`src/rtl/psimd_pkg.sv`:
```
// Shared definitions for the PSIMD writeback path.
//   XLEN       register / data width
//   NREG       architectural register count
//   REG_AW     register address width
//   wb_entry_t one queued writeback: destination, single/pair flag, lo/hi data
//   reg_mask   one-hot (or two-hot for a pair) mask of the registers a write touches
package psimd_pkg;

  localparam int XLEN   = 64;
  localparam int NREG   = 32;
  localparam int REG_AW = 5;

  typedef struct packed {
    logic [REG_AW-1:0] rd;
    logic              single;
    logic [XLEN-1:0]   lo;
    logic [XLEN-1:0]   hi;
  } wb_entry_t;

  // Callers only pass pair=1 when rd+1 does not wrap past the last register.
  function automatic logic [NREG-1:0] reg_mask(input logic [REG_AW-1:0] rd,
                                               input logic pair);
    logic [NREG-1:0] m;
    m = NREG'(1) << rd;
    if (pair) m = m | (NREG'(1) << (rd + REG_AW'(1)));
    return m;
  endfunction

endpackage

```
`src/rtl/psimd_wb_fifo.sv`:
```
// Result FIFO for the writeback sequencer.
//   clk, rst_n   clock, asynchronous active-low reset
//   flush        synchronous: empty the FIFO at the next edge (wins over push/pop)
//   push, push_data   write an entry (ignored when full)
//   pop          remove the head entry (ignored when empty)
//   head         current head entry, valid while !empty
//   full, empty  occupancy flags
// Pointers carry one extra MSB so full and empty are distinguishable when the
// index bits match.
module psimd_wb_fifo
  import psimd_pkg::*;
#(
  parameter int DEPTH = 4
) (
  input  logic      clk,
  input  logic      rst_n,
  input  logic      flush,
  input  logic      push,
  input  wb_entry_t push_data,
  input  logic      pop,
  output wb_entry_t head,
  output logic      full,
  output logic      empty
);

  localparam int AW = $clog2(DEPTH);

  logic [AW:0] wr_ptr;
  logic [AW:0] rd_ptr;
  wb_entry_t   mem [DEPTH];
  logic        do_push;
  logic        do_pop;

  assign full    = (wr_ptr[AW] != rd_ptr[AW]) && (wr_ptr[AW-1:0] == rd_ptr[AW-1:0]);
  assign empty   = (wr_ptr == rd_ptr);
  assign do_push = push && !full && !flush;
  assign do_pop  = pop && !empty && !flush;
  assign head    = mem[rd_ptr[AW-1:0]];

  always_ff @(posedge clk or negedge rst_n) begin
    if (!rst_n) begin
      wr_ptr <= '0;
      rd_ptr <= '0;
    end else if (flush) begin
      wr_ptr <= '0;
      rd_ptr <= '0;
    end else begin
      if (do_push) wr_ptr <= wr_ptr + (AW+1)'(1);
      if (do_pop)  rd_ptr <= rd_ptr + (AW+1)'(1);
    end
  end

  // Storage needs no reset: an entry is only read after it has been written.
  always_ff @(posedge clk) begin
    if (do_push) mem[wr_ptr[AW-1:0]] <= push_data;
  end

endmodule

```
`src/rtl/psimd_wb_sequencer.sv`:
```
// Writeback sequencer feeding the PSIMD register-file write port.
//   clk, rst_n          clock, asynchronous active-low reset
//   flush               drop queued results and clear the scoreboard
//   res_valid/res_ready execute-stage result handshake
//   res_rd, res_single  destination and single (rd only) / pair (rd, rd+1) select
//   res_lo, res_hi      data for rd and rd+1
//   chk_rs1..3, chk_busy   issue-stage hazard query against the pending scoreboard
//   wr_enable, reg_fti_ctrl, rd_address, dataout_1, dataout_2   register-file port
//   pair_wrap_err       pulse: a pair write at rd=31 was demoted to a single
//
// Handshake: a result transfers on a rising edge where res_valid && res_ready.
// res_ready depends combinationally on res_rd/res_single (WAW check), so the
// producer must hold valid and payload stable until the transfer happens.
// res_ready is also low in a flush cycle so a dropped result is never mistaken
// for an accepted one.
module psimd_wb_sequencer
  import psimd_pkg::*;
#(
  parameter int DEPTH = 4
) (
  input  logic              clk,
  input  logic              rst_n,
  input  logic              flush,
  input  logic              res_valid,
  output logic              res_ready,
  input  logic [REG_AW-1:0] res_rd,
  input  logic              res_single,
  input  logic [XLEN-1:0]   res_lo,
  input  logic [XLEN-1:0]   res_hi,
  input  logic [REG_AW-1:0] chk_rs1,
  input  logic [REG_AW-1:0] chk_rs2,
  input  logic [REG_AW-1:0] chk_rs3,
  output logic              chk_busy,
  output logic              wr_enable,
  output logic              reg_fti_ctrl,
  output logic [REG_AW-1:0] rd_address,
  output logic [XLEN-1:0]   dataout_1,
  output logic [XLEN-1:0]   dataout_2,
  output logic              pair_wrap_err
);

  logic [NREG-1:0]   busy;
  logic [NREG-1:0]   set_mask;
  logic [NREG-1:0]   clr_mask;
  logic [REG_AW-1:0] rd_next;
  logic              demote;
  logic              eff_single;
  logic              waw;
  logic              accept;
  logic              pop;
  logic              fifo_full;
  logic              fifo_empty;
  wb_entry_t         push_entry;
  wb_entry_t         head;

  // A pair at the last register would spill into register 0; write lo only.
  assign rd_next    = res_rd + REG_AW'(1);
  assign demote     = !res_single && (res_rd == REG_AW'(NREG-1));
  assign eff_single = res_single || demote;
  assign waw        = busy[res_rd] || (!eff_single && busy[rd_next]);

  assign res_ready     = !fifo_full && !waw && !flush;
  assign accept        = res_valid && res_ready;
  assign pair_wrap_err = accept && demote;
  assign pop           = !fifo_empty && !flush;

  always_comb begin
    push_entry        = '0;
    push_entry.rd     = res_rd;
    push_entry.single = eff_single;
    push_entry.lo     = res_lo;
    push_entry.hi     = res_hi;
  end

  psimd_wb_fifo #(.DEPTH(DEPTH)) u_fifo (
    .clk       (clk),
    .rst_n     (rst_n),
    .flush     (flush),
    .push      (accept),
    .push_data (push_entry),
    .pop       (pop),
    .head      (head),
    .full      (fifo_full),
    .empty     (fifo_empty)
  );

  // Scoreboard: set on accept, clear when the write is on the port.
  assign set_mask = accept    ? reg_mask(res_rd, !eff_single)         : '0;
  assign clr_mask = wr_enable ? reg_mask(rd_address, !reg_fti_ctrl)   : '0;

  // On flush the only surviving write is the one on the port, and it clears
  // its own bits at this same edge, so the whole scoreboard ends up zero.
  always_ff @(posedge clk or negedge rst_n) begin
    if (!rst_n)     busy <= '0;
    else if (flush) busy <= '0;
    else            busy <= (busy & ~clr_mask) | set_mask;
  end

  always_ff @(posedge clk or negedge rst_n) begin
    if (!rst_n) begin
      wr_enable    <= 1'b0;
      reg_fti_ctrl <= 1'b1;
      rd_address   <= '0;
      dataout_1    <= '0;
      dataout_2    <= '0;
    end else begin
      wr_enable <= pop;
      if (pop) begin
        reg_fti_ctrl <= head.single;
        rd_address   <= head.rd;
        dataout_1    <= head.lo;
        dataout_2    <= head.hi;
      end
    end
  end

  assign chk_busy = busy[chk_rs1] || busy[chk_rs2] || busy[chk_rs3];

endmodule

```
`config.mk`:
```
export PLATFORM = sky130hd
export DESIGN_NAME = psimd_wb_sequencer
export DESIGN_NICKNAME = d
export VERILOG_FILES = /design/src/rtl/psimd_pkg.sv /design/src/rtl/psimd_wb_fifo.sv /design/src/rtl/psimd_wb_sequencer.sv
export SDC_FILE = /design/constraint.sdc
export NUM_CORES = 1
export LEC_CHECK = 0
export CORE_ASPECT_RATIO = 0.6
export CORE_UTILIZATION = 50
export DETAILED_ROUTE_END_ITERATION = 12
export MAX_ROUTING_LAYER = met4
export PLACE_DENSITY = 0.72
export SKIP_LAST_GASP = 1
export SLEW_MARGIN = 25
export SYNTH_ARGS = -nofsm -noshare
export SYNTH_HDL_FRONTEND = slang
export SYNTH_SLANG_ARGS = --single-unit
```
`constraint.sdc`:
```
create_clock -name clk -period 7.77 [get_ports clk]
set_input_delay 1.1655 -clock clk [delete_from_list [all_inputs] [get_ports clk]]
set_output_delay 1.1655 -clock clk [all_outputs]
set_load 0.03 [all_outputs]
```
**Word-level counts from Yosys, hierarchy flattened**

Memories as Yosys holds them, arrays and structs flattened. A register that Yosys moved wholly into a read port is not among the register bits.
Cells that the tools add are included.

- Memories: 1
- Word-level logic and storage cells: 73
- Bits of input ports: 153
- Memory bits (writable): 536
- Output and inout port bits: 138
- Flip-flop bits (word level): 39

- $add $sub $neg: 4
- Shift operators: 4
- Muxes and demuxes: 21
- Bitwise gates (word level): 5
- Equal/unequal tests: 4
- Magnitude comparators: 5
- Reductions and logical operators: 25

Memories:

| memory | words | bits a word | read ports | clocked after memory_dff | write ports | line | text |
|---|---|---|---|---|---|---|---|
| u_fifo.mem | 4 | 134 | 1 | 1 | 1 | psimd_wb_fifo.sv:30 | `wb_entry_t mem [DEPTH];` |

Operators by type and width:

| operator | count |
|---|---|
| 32-bit 2-to-1 mux | 5 |
| 1-bit by 5-bit left shift with 32-bit output, first input constant | 4 |
| 32-bit bitwise OR | 3 |
| 32-bit AND | 1 |
| 32-bit inverter | 1 |
| 5-bit by 6-bit < comparator with 1-bit output, second input constant | 5 |
| 1-bit binary-select mux with 5-bit select | 5 |
| 1-bit logical AND | 12 |
| 3-bit 2-to-1 mux | 4 |
| 5-bit by 1-bit adder with 5-bit output, second input constant | 2 |
| 1-bit logical NOT | 7 |
| 1-bit 2-to-1 mux | 7 |
| 3-bit by 1-bit adder with 3-bit output, second input constant | 2 |
| 5-bit equality test, second input constant | 1 |
| 1-bit logical OR | 4 |
| 2-bit nonzero test | 2 |
| 3-bit equality test | 1 |
| 2-bit equality test | 1 |
| 1-bit != test | 1 |

**Depth between registers and ports, before layout**

Gate-level depths: netlist (run 1).

- Depth in word-level cells: 14
- Mapped depth: 12
- Gate-level depth less buffers: 9

**Hierarchy**

A second synthesis (run 1) with hierarchy kept.

- Cells, all modules: 1418
- Area, all modules: 28798.9 µm²

Modules (own cells, without submodules):

| module | cells an instance | times used | area an instance (µm²) | sequential area each (µm²) |
|---|---|---|---|---|
| psimd_wb_fifo | 767 | 1 | 19906.6 | 16245.6 |
| psimd_wb_sequencer | 651 | 1 | 8892.3 | 4180.3 |

**Worst setup path before layout (run 1)**

OpenSTA, ideal clock, no wires.

- Kind: input -> register
- Start point: in res_rd[0]
- End point: mem u_fifo.mem[0][0] (netlist bit), enable pin
- Arrival time: 6.716 ns
- Data required time: 7.260 ns
- Buffers on the path: 3
- Stages: 11
- Library setup time: 0.510 ns
- Slack: 0.543 ns
- Cell sequence: buf_6 > buf_8 > inv_1 > ha_1 > buf_4 > mux4_2 > mux2_2 > nand3_1 > a31o_2 > nor3b_2 > and3_1

- Cells in the longest elaborated chain, start to end: 14
- Elaborated cells between the ends (all ways): 19
- Classes of those cells: add/sub (1); eq/ne (1); mux (6); reduce/logical (11)

RTL lines:

| what | line | text |
|---|---|---|
| start, declared | psimd_wb_sequencer.sv:26 | `input logic [REG_AW-1:0] res_rd,` |
| parallel branches: the longest is 5 deep, another holds 5-bit by 1-bit adder with 5-bit output | - |  |
| 1-bit logical OR (*) | psimd_wb_sequencer.sv:60 | `assign waw = busy[res_rd] \|\| (!eff_single && busy[rd_next]);` |
| 1-bit logical NOT (*) | psimd_wb_sequencer.sv:62 | `assign res_ready = !fifo_full && !waw && !flush;` |
| 1-bit logical AND (*) (2 in a row) | psimd_wb_sequencer.sv:62 |  |
| net res_ready | psimd_wb_sequencer.sv:25 | `output logic res_ready,` |
| 1-bit logical AND (*) | psimd_wb_sequencer.sv:63 | `assign accept = res_valid && res_ready;` |
| 1-bit logical AND (*) (2 in a row) | psimd_wb_fifo.sv:36 | `assign do_push = push && !full && !flush;` |
| 1-bit 2-to-1 mux (*) | psimd_wb_fifo.sv:55 | `if (do_push) mem[wr_ptr[AW-1:0]] <= push_data;` |
| 1-bit 2-to-1 mux (implied by the code) (*) | psimd_wb_fifo.sv:55 |  |
| end, declared | psimd_wb_fifo.sv:30 |  |

Mark *: on every way through the listed nets, which the timed path passes. The select of a mux whose other input is x is not followed.

**Worst setup path in the final report (run 1)**

- Start point: in res_rd[1]
- End point: out res_ready

- Cells in the longest elaborated chain, start to end: 9
- Elaborated cells between the ends (all ways): 14
- Classes of those cells: add/sub (1); eq/ne (1); mux (4); reduce/logical (8)

RTL lines:

| what | line |
|---|---|
| parallel branches: the longest is 5 deep, another holds 5-bit by 1-bit adder with 5-bit output | - |
| 1-bit logical OR (*) | psimd_wb_sequencer.sv:60 |
| 1-bit logical NOT (*) | psimd_wb_sequencer.sv:62 |
| 1-bit logical AND (*) (2 in a row) | psimd_wb_sequencer.sv:62 |
| end, declared | psimd_wb_sequencer.sv:25 |

Mark *: on every way between the ends. The select of a mux whose other input is x is not followed.

==> impl_metrics.toml, run 1 <==
[status]
status = "finished, final reports clean"

[detailed_routing]
wirelength_um = 66100
drt_iter0_drc = 1461
first_pass_iters = 6
viasPerCell = 5.89
wl_per_cell_um = 26.1
antenna_left = 0
drc = 0
vias = 14900

[worst_setup_path]
cp-start-kind = "input port"
criticalPathCategory = "in2out"
crit_arrival_ns = 5.15
critPathLaunch = "res_rd[1]"
path_buf_inv = 3
cp_top_family = "buffers and inverters"
critPathSlowestCell = "clkdlybuf4s50_1"
crit_top_cell = "clkdlybuf4s50_1"
reg2reg_from = "busy[27]$_DFF_PN0_"
path_cells = "clkdlybuf4s50_1 > inv_1 > ha_1 > mux4_2 > mux2_2 > nand3_1 > a31o_2 > nor3b_2 > clkdlybuf4s50_1"
path_max_fanout = 13
crit_required_ns = 6.60
slowest_delay_ns = 0.91
r2r_slack_ns = 4.06
worstSetupEndpointType = "output pin"

[final_layout]
num-nets-final = 1883
drive_gt1_share_pct = 24.7
layout.area.seq_um2 = 20400
syn_to_final_growth_pct = 20.4
fillers = 3967
multiInputGateArea_um2 = 7570
finish.instance_area_um2 = 34200

[clocking]
root_buffer = "clkbuf_16"
numCtsBuffers = 61
ctsResizeCount = 0
htreeDepth = 2
post_cts_buffers = 0
cts_buffer_depth = 3
cts.sinks = 709
ctsHoldBuffers = 0
clk_pin_slew_ns = 0.07
clkLatencyLatePin_ns = 0.62
cts_tree = "yes"

[timing]
rsz0062_at_grt = "false"
min_period_ns = 6.31
setup_ws_ns = 1.46
fin_setup_tns_ns = 0
hold_violations = 0
fin_worst_skew_ns = 0.0309
maxSlewViolCount = 0
worstMarginPinSlew_ns = 1.04
period_share_pct = 81.2
fmax_mhz = 158
slew_headroom_pct = 30.3
setup_viol = 0

[logic_synthesis]
synthArstFlopShare_pct = 24.4
synth_fp_nets = 1591
synth-seq-area-share_pct = 72.0
yosysTopAreaCell = "edfxtp_1"
syn_inst = 1423
ys_types = 56
ys_ff_latch = 709
yosysWarnings = 0
synth_edf_count = 536
synth_common_cells = "edfxtp_1 (536), dfrtp_1 (172), mux4_2 (167)"
synth_area_per_cell_um2 = 19.9
synth_most_common_cell = "edfxtp_1"
synth_area_leaders = "edfxtp_1 (57%), dfrtp_1 (15%), mux4_2 (13%), mux2_2 (5.5%), mux2i_1 (0.99%)"
ys.flop_type = "edfxtp_1"
mappedNetlistArea_um2 = 28400
yosysTopAreaCellShare_pct = 56.8

[power]
pwr-share-comb_pct = 30.6
swShare_pct = 31.0
total_power_w = 0.0115
power_frac_seq_pct = 42.8
ir_drop_uv = 250
switchingPower_w = 0.00356
p_leak_nw = 11.4
clkPwrFrac_pct = 26.6
intPower_w = 0.00793
p_per_area_nw_per_um2 = 337

[run]
max_cap_violations = 0

[placed_design]
post_dp_cell_area_um2 = 32100
dp_slack_ns = 1.51
gp_congestion = 1.03
hpwl_um = 41600
numPortBuffers = 290

[hold_path]
hold_start = "dataout_1[53]$_DFFE_PN0P_"
min-delay-path-class = "reg2reg"

[die]
die_y_um = 186
ios = 291
initial_core_util_pct = 50.7
die_width_um = 309
row_count = 67
core_area_um2 = 55900
die_area_um2 = 57700

[global_route]
grt_pass1_wl_um = 98300
grt_pass1_vias = 15200
overflow = 0
grt_use_total_pct = 23.8
grt_antenna_before_repair = 5
grt_max_degree = 137
## cell families (layout without fill, tap and decap cells)
group                      after synthesis  after routing  share of synthesized area [%]
AOI/OAI and AO/OA                      117            117                           2.84
xor gates and xnor gates                10             10                          0.335
adders and majority gates               15             15                          0.662
buffers and inverters                   87            431                           1.37
DFF                                    709            709                           72.0
muxes                                  334            334                           19.8
other                                    0              6                              0
and+or+nand+nor                        151            151                           2.98
## placed cells by master, fill, tap and decap left out, types with 6 or more instances in the layout
cell type / instances
a21oi_1: 8
a22oi_1: 18
a32oi_1: 18
and3_1: 6
buf_12: 6
buf_4: 10
clkbuf_1: 13
clkbuf_16: 62
clkbuf_8: 15
clkdlybuf4s50_1: 288
clkinv_2: 12
dfrtp_1: 170
diode_2: 6
edfxtp_1: 536
ha_1: 15
inv_1: 10
mux2_2: 138
mux2i_1: 28
mux4_2: 167
nand2_1: 33
nand2b_1: 13
nand3_1: 6
nor2_1: 20
nor2b_1: 31
nor3_1: 10
o21ai_0: 9
o21ai_1: 27
o221ai_1: 18
xor2_1: 7
## flip-flops by register name, indices dropped and copies added, names as in the netlist, 3 cells and up
name,cells
u_fifo.wr_ptr,3
dataout_2,64
dataout_1,64
u_fifo.rd_ptr,3
u_fifo.mem,536
busy,32
rd_address,5
## layout make-up
class                   count  share of cell area (%)
well taps                 759                    2.78
clock inverters            26                   0.766
diodes                      6                  0.0440
multi-input cells         627                    22.2
inverters                  10                   0.110
flip-flops and latches    709                    59.8
clock buffers              89                    5.25
repair buffers            306                    9.07
## worst reg2reg max path, delay by kind of cell (launching register included)
kind / cells / cell delay (ns)
simple gates: 3 / 1.16
flops: 1 / 0.59
buf+inv: 1 / 0.44
mux: 2 / 0.82
compound gates: 1 / 0.20
## path summary, 6_finish.rpt
check,cells after the start,to
min in group asynchronous,1,dataout_2[60]$_DFFE_PN0P_
min,1,dataout_1[53]$_DFFE_PN0P_
min reg2reg,1,dataout_1[53]$_DFFE_PN0P_
max in group asynchronous,2,u_fifo.rd_ptr[0]$_DFFE_PN0P_
max reg2reg,7,u_fifo.mem[0][19]$_DFFE_PP_
max,9,res_ready
## metal layers
metal	vias to the layer above	global-route usage [%]	share of wire (%)
met5	-	-	0
met4	0	3.12	1.2
met3	60	7.75	10
met2	626	34.2	46
met1	7830	34.2	43
li1	6396	-	-
## through the flow
| step | instances | utilization [%] | hold slack (ns) |
|---|---|---|---|
| after CTS | 2526 | 61.1 | 0.511 |
| after global placement | 2411 | 57.4 | 0.489 |
| after floorplan | 1423 | - | 0.469 |
| final | 2532 | 61.1 | 0.506 |
| after global routing | 2531 | 61.1 | 0.522 |
| after detailed placement | 2411 | 57.4 | 0.495 |
## power by group through the flow
stage,Combinational [W],Sequential (W),Clock [W]
after CTS,0.00356,0.00493,0.00312
after floorplan,0.00161,0.00554,0
after detailed placement,0.00355,0.00500,0
final,0.00352,0.00492,0.00306
after global routing,0.00370,0.00497,0.00328
after global placement,0.00350,0.00498,0
Note: power is estimated with default switching activity, not from simulation.
==> inputs of run 2 (changes only) <==
--- a/config.mk
+++ b/config.mk
@@ -9,7 +9,7 @@
 export CORE_UTILIZATION = 50
 export DETAILED_ROUTE_END_ITERATION = 12
 export MAX_ROUTING_LAYER = met4
-export PLACE_DENSITY = 0.72
+export PLACE_DENSITY = 0.74
 export SKIP_LAST_GASP = 1
 export SLEW_MARGIN = 25
 export SYNTH_ARGS = -nofsm -noshare
==> constraint.sdc (replaced) <==
create_clock -name clk -period 5.43 [get_ports clk]
set_input_delay 0.8145 -clock clk [delete_from_list [all_inputs] [get_ports clk]]
set_output_delay 0.8145 -clock clk [all_outputs]
set_load 0.03 [all_outputs]
==> run 2 against run 1 <==
Clock-buffer cell count fell by 13. Hold slack got worse by 0.31 ns. Clock power rose by 48%. Critical path depth did not move. Via count barely moved. Flip-flop and latch count did not move. Non-clock buffer count rose by 10. Largest cell class unchanged. Largest power group unchanged.
==> impl_metrics.toml, run 2 (synthesis results as in run 1) <==
[status]
status = "finished, final reports clean"

[worst_setup_path]
critPathLaunch = "res_rd[1]"
reg2reg_from = "u_fifo.rd_ptr[0]$_DFFE_PN0P_"
worstSetupEndpointType = "output pin"
criticalPathCategory = "in2out"
cp-start-kind = "input port"
crit_arrival_ns = 4.17
crit_required_ns = 4.62
path_max_fanout = 10

[global_route]
overflow = 0
grt_max_degree = 103
grt_pass1_vias = 15400
grt_use_total_pct = 24.0
grt_antenna_before_repair = 8
grt_pass1_wl_um = 99100

[run]
max_cap_violations = 0

[final_layout]
mostFrequentLayoutCells = "edfxtp_1 (536), clkdlybuf4s50_1 (288), dfrtp_1 (170)"
syn_to_final_growth_pct = 21.1
multiInputGateArea_um2 = 7570
drive_gt1_share_pct = 25.0
fillers = 3981
layout.area.seq_um2 = 20400
largest_reg_flops = 536
num-nets-final = 1890
mostFrequentLayoutCell = "edfxtp_1"

[die]
ios = 291
row_count = 67
initial_core_util_pct = 50.7
die_width_um = 309
core_area_um2 = 55900
die_area_um2 = 57700
die_y_um = 186

[timing]
fmax_mhz = 200
hold_violations = 0
fin_worst_skew_ns = 0.0250
setup_viol = 0
fin_setup_tns_ns = 0
slew_headroom_pct = 33.3
rsz0062_at_grt = "false"
whs_ns = 0.201
maxSlewViolCount = 0
worstMarginPinSlew_ns = 1.00
period_share_pct = 91.9
min_period_ns = 4.99

[placed_design]
gp_congestion = 0.985
hpwl_um = 41900
numPortBuffers = 290

[power]
p_leak_nw = 11.5
ir_drop_uv = 325
p_per_area_nw_per_um2 = 486
total_power_w = 0.0167

[clocking]
numCtsBuffers = 58
clk_pin_slew_ns = 0.07
cts.sinks = 709
root_buffer = "clkbuf_16"
ctsHoldBuffers = 0
clkLatencyLatePin_ns = 0.60
cts_buffer_depth = 3
cts_tree = "yes"
ctsResizeCount = 0
htreeDepth = 2
post_cts_buffers = 0

[detailed_routing]
drc = 0
drt_iter0_drc = 1419
first_pass_iters = 5
vias = 14900
wirelength_um = 66900
wl_per_cell_um = 26.4
viasPerCell = 5.87
antenna_left = 0

[hold_path]
min-delay-path-class = "in2async"
run 2: worst max-delay path, cell delays in order:
cell	delay, ns
clkdlybuf4s50_1	0.51
inv_1	0.08
ha_1	0.56
mux4_2	0.55
mux2_2	0.27
nand3_1	0.08
a31o_2	0.20
nor3b_2	0.37
clkdlybuf4s50_1	0.75
run 2: per-stage QoR:
step                setup WS, ns  area [um2]  utilization [%]  cells
finish                     0.441       34300             61.4   2539
global route               0.278       34300             61.4   2538
CTS                        0.435       34300             61.3   2530
detailed placement         0.442       32200             57.6   2421
global placement           0.468       32200             57.6   2421
floorplan                 0.0816       28400                -   1423
run 2: final timing paths:
path,endpoint,slack (ns),cells after the start
min in group clk,dataout_2[48]$_DFFE_PN0P_,0.50,1
worst max-delay path,res_ready,0.44,9
worst max register to register,dataout_2[63]$_DFFE_PN0P_,2.16,4
worst min-delay path,dataout_2[59]$_DFFE_PN0P_,0.20,1
max in group asynchronous,u_fifo.rd_ptr[1]$_DFFE_PN0P_,4.00,2
worst min register to register,dataout_2[48]$_DFFE_PN0P_,0.50,1
run 2: final cells by class:
| class | instances | share of cell area [%] |
|---|---|---|
| Clock buffer | 76 | 4.57 |
| Sequential cell | 709 | 59.5 |
| Tap cell | 759 | 2.77 |
| Inverter | 10 | 0.109 |
| Clock inverter | 33 | 1.53 |
| Multi-Input combinational cell | 627 | 22.0 |
| Timing Repair Buffer | 316 | 9.39 |
| Antenna cell | 9 | 0.0656 |
run 2: power by group:
| group | leakage [nW] | switching, W | internal [W] |
|---|---|---|---|
| Sequential | 6.95 | 0.000555 | 0.00649 |
| Clock | 1.02 | 0.00190 | 0.00263 |
| Combinational | 3.53 | 0.00266 | 0.00244 |
run 2: layer usage:
metal,global-route usage (%),vias up,wire length [um]
li1,-,6415,-
met1,35.8,7821,29800
met2,33.6,597,30000
met3,6.58,82,6130
met4,4.19,0,1060
met5,-,-,0
==> inputs of run 3 (changes only) <==
--- a/config.mk
+++ b/config.mk
@@ -14,4 +14,5 @@
 export SLEW_MARGIN = 25
 export SYNTH_ARGS = -nofsm -noshare
 export SYNTH_HDL_FRONTEND = slang
+export SYNTH_HIERARCHICAL = 1
 export SYNTH_SLANG_ARGS = --single-unit
==> run 3 against run 2 <==
Cell count grew 1.0%. Core utilization grew 0.84 points. Routed wire length grew 3.7%. Critical path type unchanged. Largest power group unchanged.
==> impl_metrics.toml, run 3 <==
[status]
status = "finished, final reports clean"

[logic_synthesis]
ys_ff_latch = 709
ys.flop_type = "edfxtp_1"
synthArstFlopShare_pct = 24.4
synth-seq-area-share_pct = 70.9
synth_fp_nets = 1586
ys_types = 54
mappedNetlistArea_um2 = 28800
yosysWarnings = 6
yosysTopAreaCellShare_pct = 55.9
synth_common_cells = "edfxtp_1 (536), mux4_2 (182), dfrtp_1 (172)"
synth_most_common_cell = "edfxtp_1"
syn_inst = 1418
yosysTopAreaCell = "edfxtp_1"
synth_area_per_cell_um2 = 20.3
synth_area_leaders = "edfxtp_1 (56%), dfrtp_1 (15%), mux4_2 (14%), mux2_2 (5.2%), o41ai_2 (1.2%)"
synth_edf_count = 536

[clocking]
cts_tree = "yes"
htreeDepth = 2
ctsResizeCount = 0
post_cts_buffers = 0
root_buffer = "clkbuf_16"
cts_buffer_depth = 3
ctsHoldBuffers = 0
clk_pin_slew_ns = 0.06
clkLatencyLatePin_ns = 0.61
numCtsBuffers = 60
cts.sinks = 709

[power]
ir_drop_uv = 345
power_frac_seq_pct = 43.2
intPower_w = 0.0111
p_leak_nw = 11.8
clkPwrFrac_pct = 27.3
swShare_pct = 30.5
total_power_w = 0.0160
pwr-share-comb_pct = 29.6
p_per_area_nw_per_um2 = 457
switchingPower_w = 0.00488

[detailed_routing]
wl_per_cell_um = 27.1
viasPerCell = 5.99
vias = 15400
first_pass_iters = 5
antenna_left = 0
drc = 0
drt_iter0_drc = 1479
wirelength_um = 69400

[placed_design]
numPortBuffers = 290
gp_congestion = 0.977
hpwl_um = 45400

[timing]
fin_setup_tns_ns = 0
period_share_pct = 94.6
maxSlewViolCount = 0
hold_violations = 0
fin_worst_skew_ns = 0.0202
fmax_mhz = 195
min_period_ns = 5.13
setup_viol = 0
rsz0062_at_grt = "false"
slew_headroom_pct = 39.8
worstMarginPinSlew_ns = 0.902

[global_route]
grt_antenna_before_repair = 11
overflow = 0
grt_use_total_pct = 24.6
grt_max_degree = 89
grt_pass1_vias = 15900
grt_pass1_wl_um = 104000

[worst_setup_path]
slowest_delay_ns = 0.60
path_buf_inv = 3
cp-start-kind = "input port"
path_cells = "clkdlybuf4s50_1 > buf_4 > mux4_2 > mux4_2 > mux2_2 > or4_1 > nor4_1 > buf_4"
critPathSlowestCell = "or4_1"
crit_required_ns = 4.62
worstSetupEndpointType = "output pin"
criticalPathCategory = "in2out"
path_max_fanout = 14
cp_top_family = "multiplexers"
crit_cells = 8
r2r_cells = 8
crit_arrival_ns = 4.32

[final_layout]
syn_to_final_growth_pct = 21.7
mostFrequentLayoutCells = "edfxtp_1 (536), clkdlybuf4s50_1 (288), mux4_2 (182)"
mostFrequentLayoutCell = "edfxtp_1"
drive_gt1_share_pct = 28.2
largest_reg_flops = 536
num-nets-final = 1910
utilization_pct = 62.2

[die]
ios = 291
core_area_um2 = 56300
initial_core_util_pct = 51.1
die_width_um = 312
die_area_um2 = 58600
row_count = 67
die_y_um = 188

[run]
max_cap_violations = 0

[hold_path]
min-delay-path-class = "in2async"
[run 3: cell count changes in the layout (fill, tap and decap cells not counted), moves of 9 or more]
cell | before | now
o41ai_2 | 0 | 22
buf_12 | 10 | 24
o21ai_1 | 27 | 0
nand3_1 | 6 | 15
mux4_2 | 167 | 182
mux2i_1 | 28 | 5
a22oi_1 | 18 | 5
nand2_1 | 33 | 11
buf_4 | 16 | 31
[run 3: logic make-up (layout without fill, tap and decap cells)]
family                   Yosys count  after routing  synth area share [%]
AND/OR/NAND/NOR                  153            153                  3.02
other                              0             12                     0
XOR/XNOR                          11             11                 0.413
flip-flops                       709            709                  70.9
adder cells (fa/ha/maj)           15             15                 0.652
multiplexers                     320            320                  19.6
buffers and inverters             97            473                  1.65
AO/OA/AOI/OAI                    113            113                  3.74
[run 3: through the flow]
stage	instance area, um2	worst slack (ns)	hold WS (ns)	std cells
after floorplan	28800	0.0530	0.519	1418
after global placement	33000	0.355	0.489	2437
after detailed placement	33000	0.373	0.495	2438
after CTS	35000	0.352	0.279	2552
after global routing	35100	0.245	0.274	2564
final	35100	0.295	0.239	2565
[run 3: worst reg2reg max path, stage by stage, from the launching register on]
cell	delay [ns]
dfrtp_1	0.58
mux4_2	0.54
mux4_2	0.48
mux2_2	0.30
or4_1	0.61
nor3_1	0.25
buf_4	0.22
and4b_4	0.30
buf_12	0.33
[run 3: power groups by stage]
stage	logic [W]	clock network [W]	registers, W
floorplan	0.00203	0	0.00787
global placement	0.00471	0	0.00700
detailed placement	0.00476	0	0.00702
CTS	0.00478	0.00446	0.00692
global route	0.00499	0.00467	0.00698
finish	0.00473	0.00437	0.00691
[run 3: worst paths after layout]
kind	start	endpoint	slack [ns]
setup reg to reg	busy[7]$_DFF_PN0_	u_fifo/mem[3][30]$_DFFE_PP_	1.39
setup / recovery	res_rd[0]	res_ready	0.30
max in group asynchronous	rst_n	u_fifo/rd_ptr[0]$_DFFE_PN0P_	4.09
hold reg to reg	dataout_2[28]$_DFFE_PN0P_	dataout_2[28]$_DFFE_PN0P_	0.50
min in group clk	dataout_2[28]$_DFFE_PN0P_	dataout_2[28]$_DFFE_PN0P_	0.50
hold / removal	rst_n	dataout_2[51]$_DFFE_PN0P_	0.24
[run 3: layout make-up]
type                            instances  area [um2]
Clock inverter                         32         343
Fill cell                            3980       21300
Sequential cell                       709       20400
Multi-Input combinational cell        612        7930
Antenna cell                           12        30.0
Clock buffer                           82        1670
Tap cell                              759         950
Timing Repair Buffer                  347        3660
Inverter                               12        45.0
[run 3: layer usage]
metal	global-route usage (%)	share of wire, %
met1	35.2	44
met4	4.34	1.7
met3	7.63	9.4
met2	35.3	45
met5	-	0
